===== src/rtl/uart_rx_frontend.sv =====
// rtl/uart_rx_frontend.sv - 16x oversampling UART receiver with glitch rejection and one-byte holding register
// Optional even-parity bit and sticky parity_err output when UART_RX_PARITY_EN is defined.
module uart_rx_frontend #(
  parameter int CLK_HZ = 100_000_000,
  parameter int BAUD   = 9600
) (
  input  logic       sysclk,
  input  logic       reset,
  input  logic       UART_RX,
  input  logic       err_clr,
  input  logic       rx_ack,
  output logic [7:0] rx_data,
  output logic       rx_valid,
  output logic       frame_err,
  output logic       overrun,
`ifdef UART_RX_PARITY_EN
  output logic       parity_err,
`endif
  output logic       rx_busy
);
  localparam int DIV = CLK_HZ / (BAUD * 16);
  localparam int DW  = $clog2(DIV);
  localparam logic [DW-1:0] DIV_MAX = DW'(DIV - 1);

  typedef enum logic [2:0] {
    S_IDLE, S_START, S_DATA, S_PARITY, S_STOP, S_BREAK
  } state_t;

  state_t        state_q, state_d;
  logic          sync1_q, sync2_q;
  logic [DW-1:0] div_q, div_d;
  logic [3:0]    os_q, os_d;
  logic [2:0]    bit_q, bit_d;
  logic [7:0]    shift_q, shift_d;
  logic [7:0]    data_q, data_d;
  logic          valid_q, valid_d;
  logic          fe_q, fe_d;
  logic          ov_q, ov_d;
  logic          rxs, tick, deliver, fe_set, ov_set;
`ifdef UART_RX_PARITY_EN
  logic          par_bad_q, par_bad_d;
  logic          pe_q, pe_d;
  logic          pe_set;
`endif

  assign rxs  = sync2_q;
  assign tick = (div_q == DIV_MAX);

  always_ff @(posedge sysclk) begin
    if (reset) begin
      sync1_q   <= 1'b1;
      sync2_q   <= 1'b1;
      state_q   <= S_IDLE;
      div_q     <= '0;
      os_q      <= '0;
      bit_q     <= '0;
      shift_q   <= '0;
      data_q    <= '0;
      valid_q   <= 1'b0;
      fe_q      <= 1'b0;
      ov_q      <= 1'b0;
`ifdef UART_RX_PARITY_EN
      par_bad_q <= 1'b0;
      pe_q      <= 1'b0;
`endif
    end else begin
      sync1_q   <= UART_RX;
      sync2_q   <= sync1_q;
      state_q   <= state_d;
      div_q     <= div_d;
      os_q      <= os_d;
      bit_q     <= bit_d;
      shift_q   <= shift_d;
      data_q    <= data_d;
      valid_q   <= valid_d;
      fe_q      <= fe_d;
      ov_q      <= ov_d;
`ifdef UART_RX_PARITY_EN
      par_bad_q <= par_bad_d;
      pe_q      <= pe_d;
`endif
    end
  end

  always_comb begin
    state_d = state_q;
    div_d   = tick ? '0 : div_q + DW'(1);
    os_d    = tick ? os_q + 4'd1 : os_q;
    bit_d   = bit_q;
    shift_d = shift_q;
    deliver = 1'b0;
    fe_set  = 1'b0;
`ifdef UART_RX_PARITY_EN
    par_bad_d = par_bad_q;
    pe_set    = 1'b0;
`endif
    case (state_q)
      S_IDLE: begin
        if (!rxs) begin
          state_d = S_START;
          div_d   = '0;
          os_d    = '0;
        end
      end
      S_START: begin
        // Mid start bit: a line back high means the low was a glitch.
        if (tick && os_q == 4'd7) begin
          if (rxs) begin
            state_d = S_IDLE;
          end else begin
            os_d    = '0;
            bit_d   = '0;
            state_d = S_DATA;
          end
        end
      end
      S_DATA: begin
        if (tick && os_q == 4'd15) begin
          shift_d[bit_q] = rxs;
          bit_d          = bit_q + 3'd1;
          if (bit_q == 3'd7) begin
`ifdef UART_RX_PARITY_EN
            state_d = S_PARITY;
`else
            state_d = S_STOP;
`endif
          end
        end
      end
`ifdef UART_RX_PARITY_EN
      S_PARITY: begin
        if (tick && os_q == 4'd15) begin
          par_bad_d = rxs ^ (^shift_q);
          state_d   = S_STOP;
        end
      end
`endif
      S_STOP: begin
        if (tick && os_q == 4'd15) begin
`ifdef UART_RX_PARITY_EN
          pe_set = par_bad_q;
`endif
          if (rxs) begin
            deliver = 1'b1;
            state_d = S_IDLE;
          end else begin
            fe_set  = 1'b1;
            state_d = S_BREAK;
          end
        end
      end
      S_BREAK: begin
        if (rxs) state_d = S_IDLE;
      end
      default: state_d = S_IDLE;
    endcase
  end

  // Holding register: a delivery wins over ack, and ack in the delivery cycle frees the slot.
  always_comb begin
    data_d  = data_q;
    valid_d = valid_q;
    ov_set  = 1'b0;
    if (deliver) begin
      if (!valid_q || rx_ack) begin
        data_d  = shift_q;
        valid_d = 1'b1;
      end else begin
        ov_set = 1'b1;
      end
    end else if (rx_ack) begin
      valid_d = 1'b0;
    end
    fe_d = (fe_q & ~err_clr) | fe_set;
    ov_d = (ov_q & ~err_clr) | ov_set;
`ifdef UART_RX_PARITY_EN
    pe_d = (pe_q & ~err_clr) | pe_set;
`endif
  end

  assign rx_data   = data_q;
  assign rx_valid  = valid_q;
  assign frame_err = fe_q;
  assign overrun   = ov_q;
  assign rx_busy   = (state_q != S_IDLE);
`ifdef UART_RX_PARITY_EN
  assign parity_err = pe_q;
`endif

endmodule

===== config.mk =====
export PLATFORM = sky130hd
export DESIGN_NAME = uart_rx_frontend
export DESIGN_NICKNAME = d
export VERILOG_FILES = /design/src/rtl/uart_rx_frontend.sv
export SDC_FILE = /design/constraint.sdc
export NUM_CORES = 1
export LEC_CHECK = 0
export BUFFER_PORTS_ARGS = -buffer_cell sky130_fd_sc_hd__buf_2
export CORE_MARGIN = 5
export CORE_UTILIZATION = 60
export CTS_BUF_LIST = sky130_fd_sc_hd__clkbuf_4 sky130_fd_sc_hd__clkbuf_8
export CTS_CLUSTER_SIZE = 24
export DETAILED_ROUTE_END_ITERATION = 10
export HOLD_SLACK_MARGIN = 0.15
export PLACE_DENSITY_LB_ADDON = 0.12
export SYNTH_ARGS = -nofsm -noshare
export SYNTH_HDL_FRONTEND = slang
export SYNTH_SLANG_ARGS = --single-unit
export TNS_END_PERCENT = 20

===== constraint.sdc =====
create_clock -name sysclk -period 3.25 [get_ports sysclk]
set_clock_uncertainty 0.1 [all_clocks]
set_input_delay 0.65 -clock sysclk [delete_from_list [all_inputs] [get_ports sysclk]]
set_output_delay 0.65 -clock sysclk [all_outputs]
set_load 0.01 [all_outputs]

* Word level (Yosys, flattened, before mapping)
Cells that the tools add are included.
** Operators by class
- Reductions and logical operators :: 14
- Multiplexer cells :: 34
- Bitwise operators :: 5
- $add $sub $neg :: 3
- Equality and inequality tests :: 16
- Magnitude comparators :: 2
** Operator list (count)
- two-way mux 10 bit :: 3
- two-way mux 3 bit :: 10
- case mux 3 bit (5 select lines) :: 1
- inequality test 2 bit, second input constant :: 7
- two-way mux 1 bit :: 12
- two-way mux 4 bit :: 3
- adder 10 x 1 -> 10 bit, second input constant :: 1
- == test 10 bit, second input constant :: 1
- == test 3 bit, second input constant :: 3
- bitwise mux 8 bit :: 1
- case mux 4 bit (2 select lines) :: 1
- case mux 3 bit (2 select lines) :: 1
- AND reduction 2 bit :: 3
- AND reduction 6 bit :: 1
- adder 4 x 1 -> 4 bit, second input constant :: 1
- == test 4 x 3 -> 1 bit, second input constant :: 1
- == test 4 bit, second input constant :: 1
- < comparator 3 x 4 -> 1 bit, second input constant :: 1
- AND reduction 4 bit :: 1
- nonzero test 2 bit :: 2
- adder 3 x 1 -> 3 bit, second input constant :: 1
- demux 1 bit (select 3 bit) :: 1
- == test 3 x 1 -> 1 bit, second input constant :: 1
- == test 3 x 2 -> 1 bit, second input constant :: 1
- 11 further kinds :: 15
** Word-level totals
- Output and inout bits :: 12
- Bits of input ports :: 5
- Register bits after elaboration :: 41
- Logic and storage cells :: 85

* Depth between registers and ports, before layout
- Depth after elaboration :: 6
- Depth in mapped cells :: 7
- Depth with buffers taken out :: 7

* Worst setup path before layout
No wires, ideal clock.
- Path type :: flip-flop to flip-flop
- Start :: register div_q[5]
- End :: register bit_q[2]
- Required time :: 3.018 ns
- Setup slack :: 1.409 ns
- Buffers on the path :: 0
- Library setup time :: 0.132 ns
- Clock period less this slack :: 1.841 ns
- Data arrival time :: 1.609 ns
- Cell stages (with the launch flop) :: 6
- Cells stage by stage :: dfxtp_1 nor4b_4 nand3_1 or4_1 nand3_1 a21oi_1
** Between the ends
- Word-level cells in the longest chain between the ends :: 4
- Elaborated cells between the ends (all ways) :: 6
- Classes of those cells :: eq/ne (3); reduce/logical (3)
** RTL lines
- start: declaration :: line 31 : logic [DW-1:0] div_q, div_d;
- start signal: assignment :: line 70 : div_q <= div_d;
- == test 10 bit (*) :: line 47 : assign tick = (div_q == DIV_MAX);
- logical AND 1 bit, on equally long branches :: line 118, 107
- inequality test 2 bit (no line)
- AND reduction 4 bit (no line) (*)
- end signal: assignment :: line 72 : bit_q <= bit_d;
- end: declaration :: line 33 : logic [2:0] bit_q, bit_d;
Mark *: on every way between the ends. The rest lies on a longest branch, timed or not.
A chain may end at the register's enable or synchronous reset.

* Final worst setup path
- Start :: register state_q[0]
- End :: output port rx_busy
** Between the ends
- Word-level cells in the longest chain between the ends :: 1
** RTL lines
- start: declaration :: line 29 : state_t state_q, state_d;
- start signal: assignment :: line 69 : state_q <= state_d;
- nonzero test 3 bit :: line 185 : assign rx_busy = (state_q != S_IDLE);
- end: declaration :: line 19 : output logic rx_busy
No other way between the ends.

==> impl_metrics.tcl <==
set metrics [dict create \
    start_util_pct 61.9 \
    grtUsageMet2_pct 31.9 \
    min_period_ns 2.10 \
    cts_setup_buffers 0 \
    cp.required_ns 2.50 \
    clkLatencyLatePin_ns 0.34 \
    run_status "finished clean" \
    end_kind "output pin" \
    rsz0062_at_grt "no" \
    power_frac_seq_pct 65.0 \
    routed_wl_mm 3.38 \
    dp.final_hpwl_mm 2.42 \
    numCtsBuffers 5 \
    hold_path.class "reg -> reg" \
    synth.net_count 217 \
    antenna_found_initial 0 \
    gp_congestion 0.880 \
    cts_tree "built" \
    synth_largest_area_cell "dfxtp_1" \
    synthDominantCellAreaShare_pct 43.8 \
    synth_area_leaders "dfxtp_1, nor2_1, mux2i_1" \
    hold_slack_ns 0.336 \
    initialDrtViolationCount 88 \
    yosysUniqueCellTypes 35 \
    p_int_w 0.000610 \
    worst_slew_pin_slew_ns 0.576 \
    cpPeakStageDelay_ns 0.42 \
    grt_pass1_vias 1437 \
    worst_slew_margin_rel_pct 61.6 \
    drc 0 \
    switchingPower_w 0.000195 \
    drt_first_pass_iters 4 \
    slowest_stage "dfxtp_1" \
    met3_usage_pct 6.63 \
    synthXorXnorAreaFrac_pct 6.07 \
    pwr-share-comb_pct 7.3 \
    path_cells "nor2_1 > nand2_1 > buf_2" \
    max_cap_viol_count 0 \
    power_density_nw_per_um2 398 \
    synth_seq_area_share_pct 43.8 \
    htree_levels 2 \
    irDropWorstVdd_mv 0.297 \
    muxShareOfSynthArea_pct 5.87 \
    yosys.area_share.adder_pct 3.34 \
    drive_gt1_share_pct 15.4 \
    grt_busiest_layer "met2" \
    portBuffers 16 \
    synth-simple-area-share_pct 28.5 \
    power_frac_clock_pct 27.7 \
    num_vias 1470 \
    period_share_pct 64.7 \
    yosys_warnings 0 \
    wl_per_cell_um 12.8 \
    arrival_ns 1.35 \
    grt_use_total_pct 17.7 \
    fin_tns_setup_ns 0 \
    cts_sinks 41 \
    setup_viol_count_final 0 \
    viasPerCell 5.55 \
    synth_seq_cells 41 \
    slew_violations 0 \
    syn_inst 207 \
    io_pins 17 \
    cts-root-buf "clkbuf_4" \
    finalNetCount 232 \
    crit_path_start_kind "flop" \
    synth_top_family_by_area "simple AND/OR/NAND/NOR gates" \
    p_leak_nw 0.780 \
    dp_slack_ns 1.18 \
    post_cts_resized 0 \
    p_sw_share_pct 24.2 \
    std_cell_rows 20 \
    clkTransAtPathRegs_ns 0.11 \
    cts.path.max_buffers 2 \
    die_y_um 65.9 \
    worstSetupPathType "reg -> out" \
    die_w_um 65.9 \
    p_total_w 0.000805 \
    synth_compound_area_share_pct 10.5 \
    hold_violations 0 \
    grt_start_max_net_pins 30 \
    num_antenna_cells 0 \
    dieArea_um2 4340 \
    netlist_area_um2 1880 \
    cts_hold_buf 0 \
    core_um2 3030 \
    clock.fmax_mhz 476 \
    postSynthAreaPerCell_um2 9.06 \
    crit_path_max_fanout 10 \
    syn2layout_area_growth_pct 7.87 \
    fin_util_pct 66.8 \
    use_met1_pct 18.2 \
    fin_ws_ns 1.15 \
    grt_first_pass_wirelength_mm 5.90 \
    final_antenna_net_count 0 \
    overflow 0 \
]
==> state kept, by name, summed over array words and instances (netlist names) <==
register	count
os_q	4
bit_q	3
rxs	1
sync1_q	1
rx_valid	1
rx_data	8
frame_err	1
shift_q	8
overrun	1
state_q	3
div_q	10
==> routing by layer <==
| metal | routed length (µm) | vias to the layer above |
|---|---|---|
| met2 | 1690 | 22 |
| li1 | - | 758 |
| met1 | 1520 | 684 |
| met3 | 131 | 6 |
| met5 | 0 | - |
| met4 | 46 | 0 |
==> Yosys cell counts <==
| cell type | instances |
|---|---|
| and4_1 | 3 |
| nand4_4 | 1 |
| a311oi_1 | 1 |
| a21bo_2 | 3 |
| nor3b_2 | 1 |
| dfxtp_1 | 41 |
| a211oi_1 | 1 |
| clkbuf_1 | 8 |
| nor3_2 | 1 |
| mux2i_1 | 11 |
| xor2_1 | 6 |
| nor3_4 | 1 |
| a31o_2 | 1 |
| o21ai_0 | 4 |
| a21oi_1 | 15 |
| nor2b_1 | 4 |
| nand3_1 | 14 |
| o31ai_1 | 1 |
| and3_1 | 5 |
| a31oi_1 | 1 |
| nor4b_4 | 1 |
| o41ai_1 | 2 |
| nor2_1 | 34 |
| nand4_1 | 6 |
| ha_1 | 5 |
| and2_1 | 3 |
| nand2b_1 | 3 |
| nand4b_1 | 1 |
| nor4bb_1 | 1 |
| or4_1 | 1 |
| nand2_1 | 15 |
| a221oi_2 | 1 |
| xnor2_1 | 7 |
| inv_1 | 2 |
| or2_2 | 2 |
==> final timing paths <==
path / from / end / slack [ns] / cells past startpoint
worst max-delay path: state_q[0] / rx_busy / 1.15 / 3
worst min-delay path: sync1_q / rxs / 0.34 / 1
worst max register to register: div_q[5] / rx_data[5] / 1.18 / 5
worst min register to register: sync1_q / rxs / 0.34 / 1
==> stage by stage <==
stage | instance area, µm² | cells
global placement | 1980 | 259
detailed placement | 1980 | 259
floorplan | 1880 | 207
finish | 2020 | 265
global route | 2020 | 265
CTS | 2020 | 265
==> critical path: cells and delay by family, from the launching register on <==
kind / cells / cell delay [ns]
AND/OR/NAND/NOR: 2 / 0.44
flip-flops: 1 / 0.42
buffers and inverters: 1 / 0.15
==> placed cells by master (no fill, tap or decap), drive strengths merged <==
master  netlist  layout
a221oi        1       1
and2          3       3
or2           2       2
mux2i        11      11
nor2b         4       4
a21oi        15      15
a21bo         3       3
nor4bb        1       1
clkinv        0       1
nand3        14      14
nor2         34      34
a31oi         1       1
nor3b         1       1
clkbuf        8       5
nand2        15      15
dfxtp        41      41
a211oi        1       1
and4          3       3
inv           2       2
nand4b        1       1
o31ai         1       1
xor2          6       6
o21ai         4       4
o41ai         2       2
nor3          2       2
a311oi        1       1
nor4b         1       1
and3          5       5
nand4         7       7
a31o          1       1
ha            5       5
xnor2         7       7
nand2b        3       3
or4           1       1
buf           0      16
==> logic make-up after synthesis <==
group | after synthesis
multiplexers | 11
flip-flops | 41
buffers and inverters | 10
AND/OR/NAND/NOR | 97
XOR/XNOR | 13
adder cells (fa/ha/maj) | 5
AO/OA/AOI/OAI | 30
==> final cells by class <==
type,instances,area [µm²]
multi-input cells,156,1020
fillers,252,1000
flip-flops and latches,41,821
repair buffers,16,80.1
well taps,44,55.1
clock buffers,5,37.5
inverters,2,7.51
clock inverters,1,5.00
==> power by group through the flow <==
| stage | clock (W) | combinational (W) | sequential (W) |
|---|---|---|---|
| final | 0.000223 | 0.0000587 | 0.000524 |
| after detailed placement | 0 | 0.0000592 | 0.000535 |
| after CTS | 0.000234 | 0.0000595 | 0.000524 |
| after floorplan | 0 | 0.0000553 | 0.000525 |
| after global placement | 0 | 0.0000578 | 0.000535 |
| after global routing | 0.000262 | 0.0000651 | 0.000526 |
(Power assumes the default switching activity.)
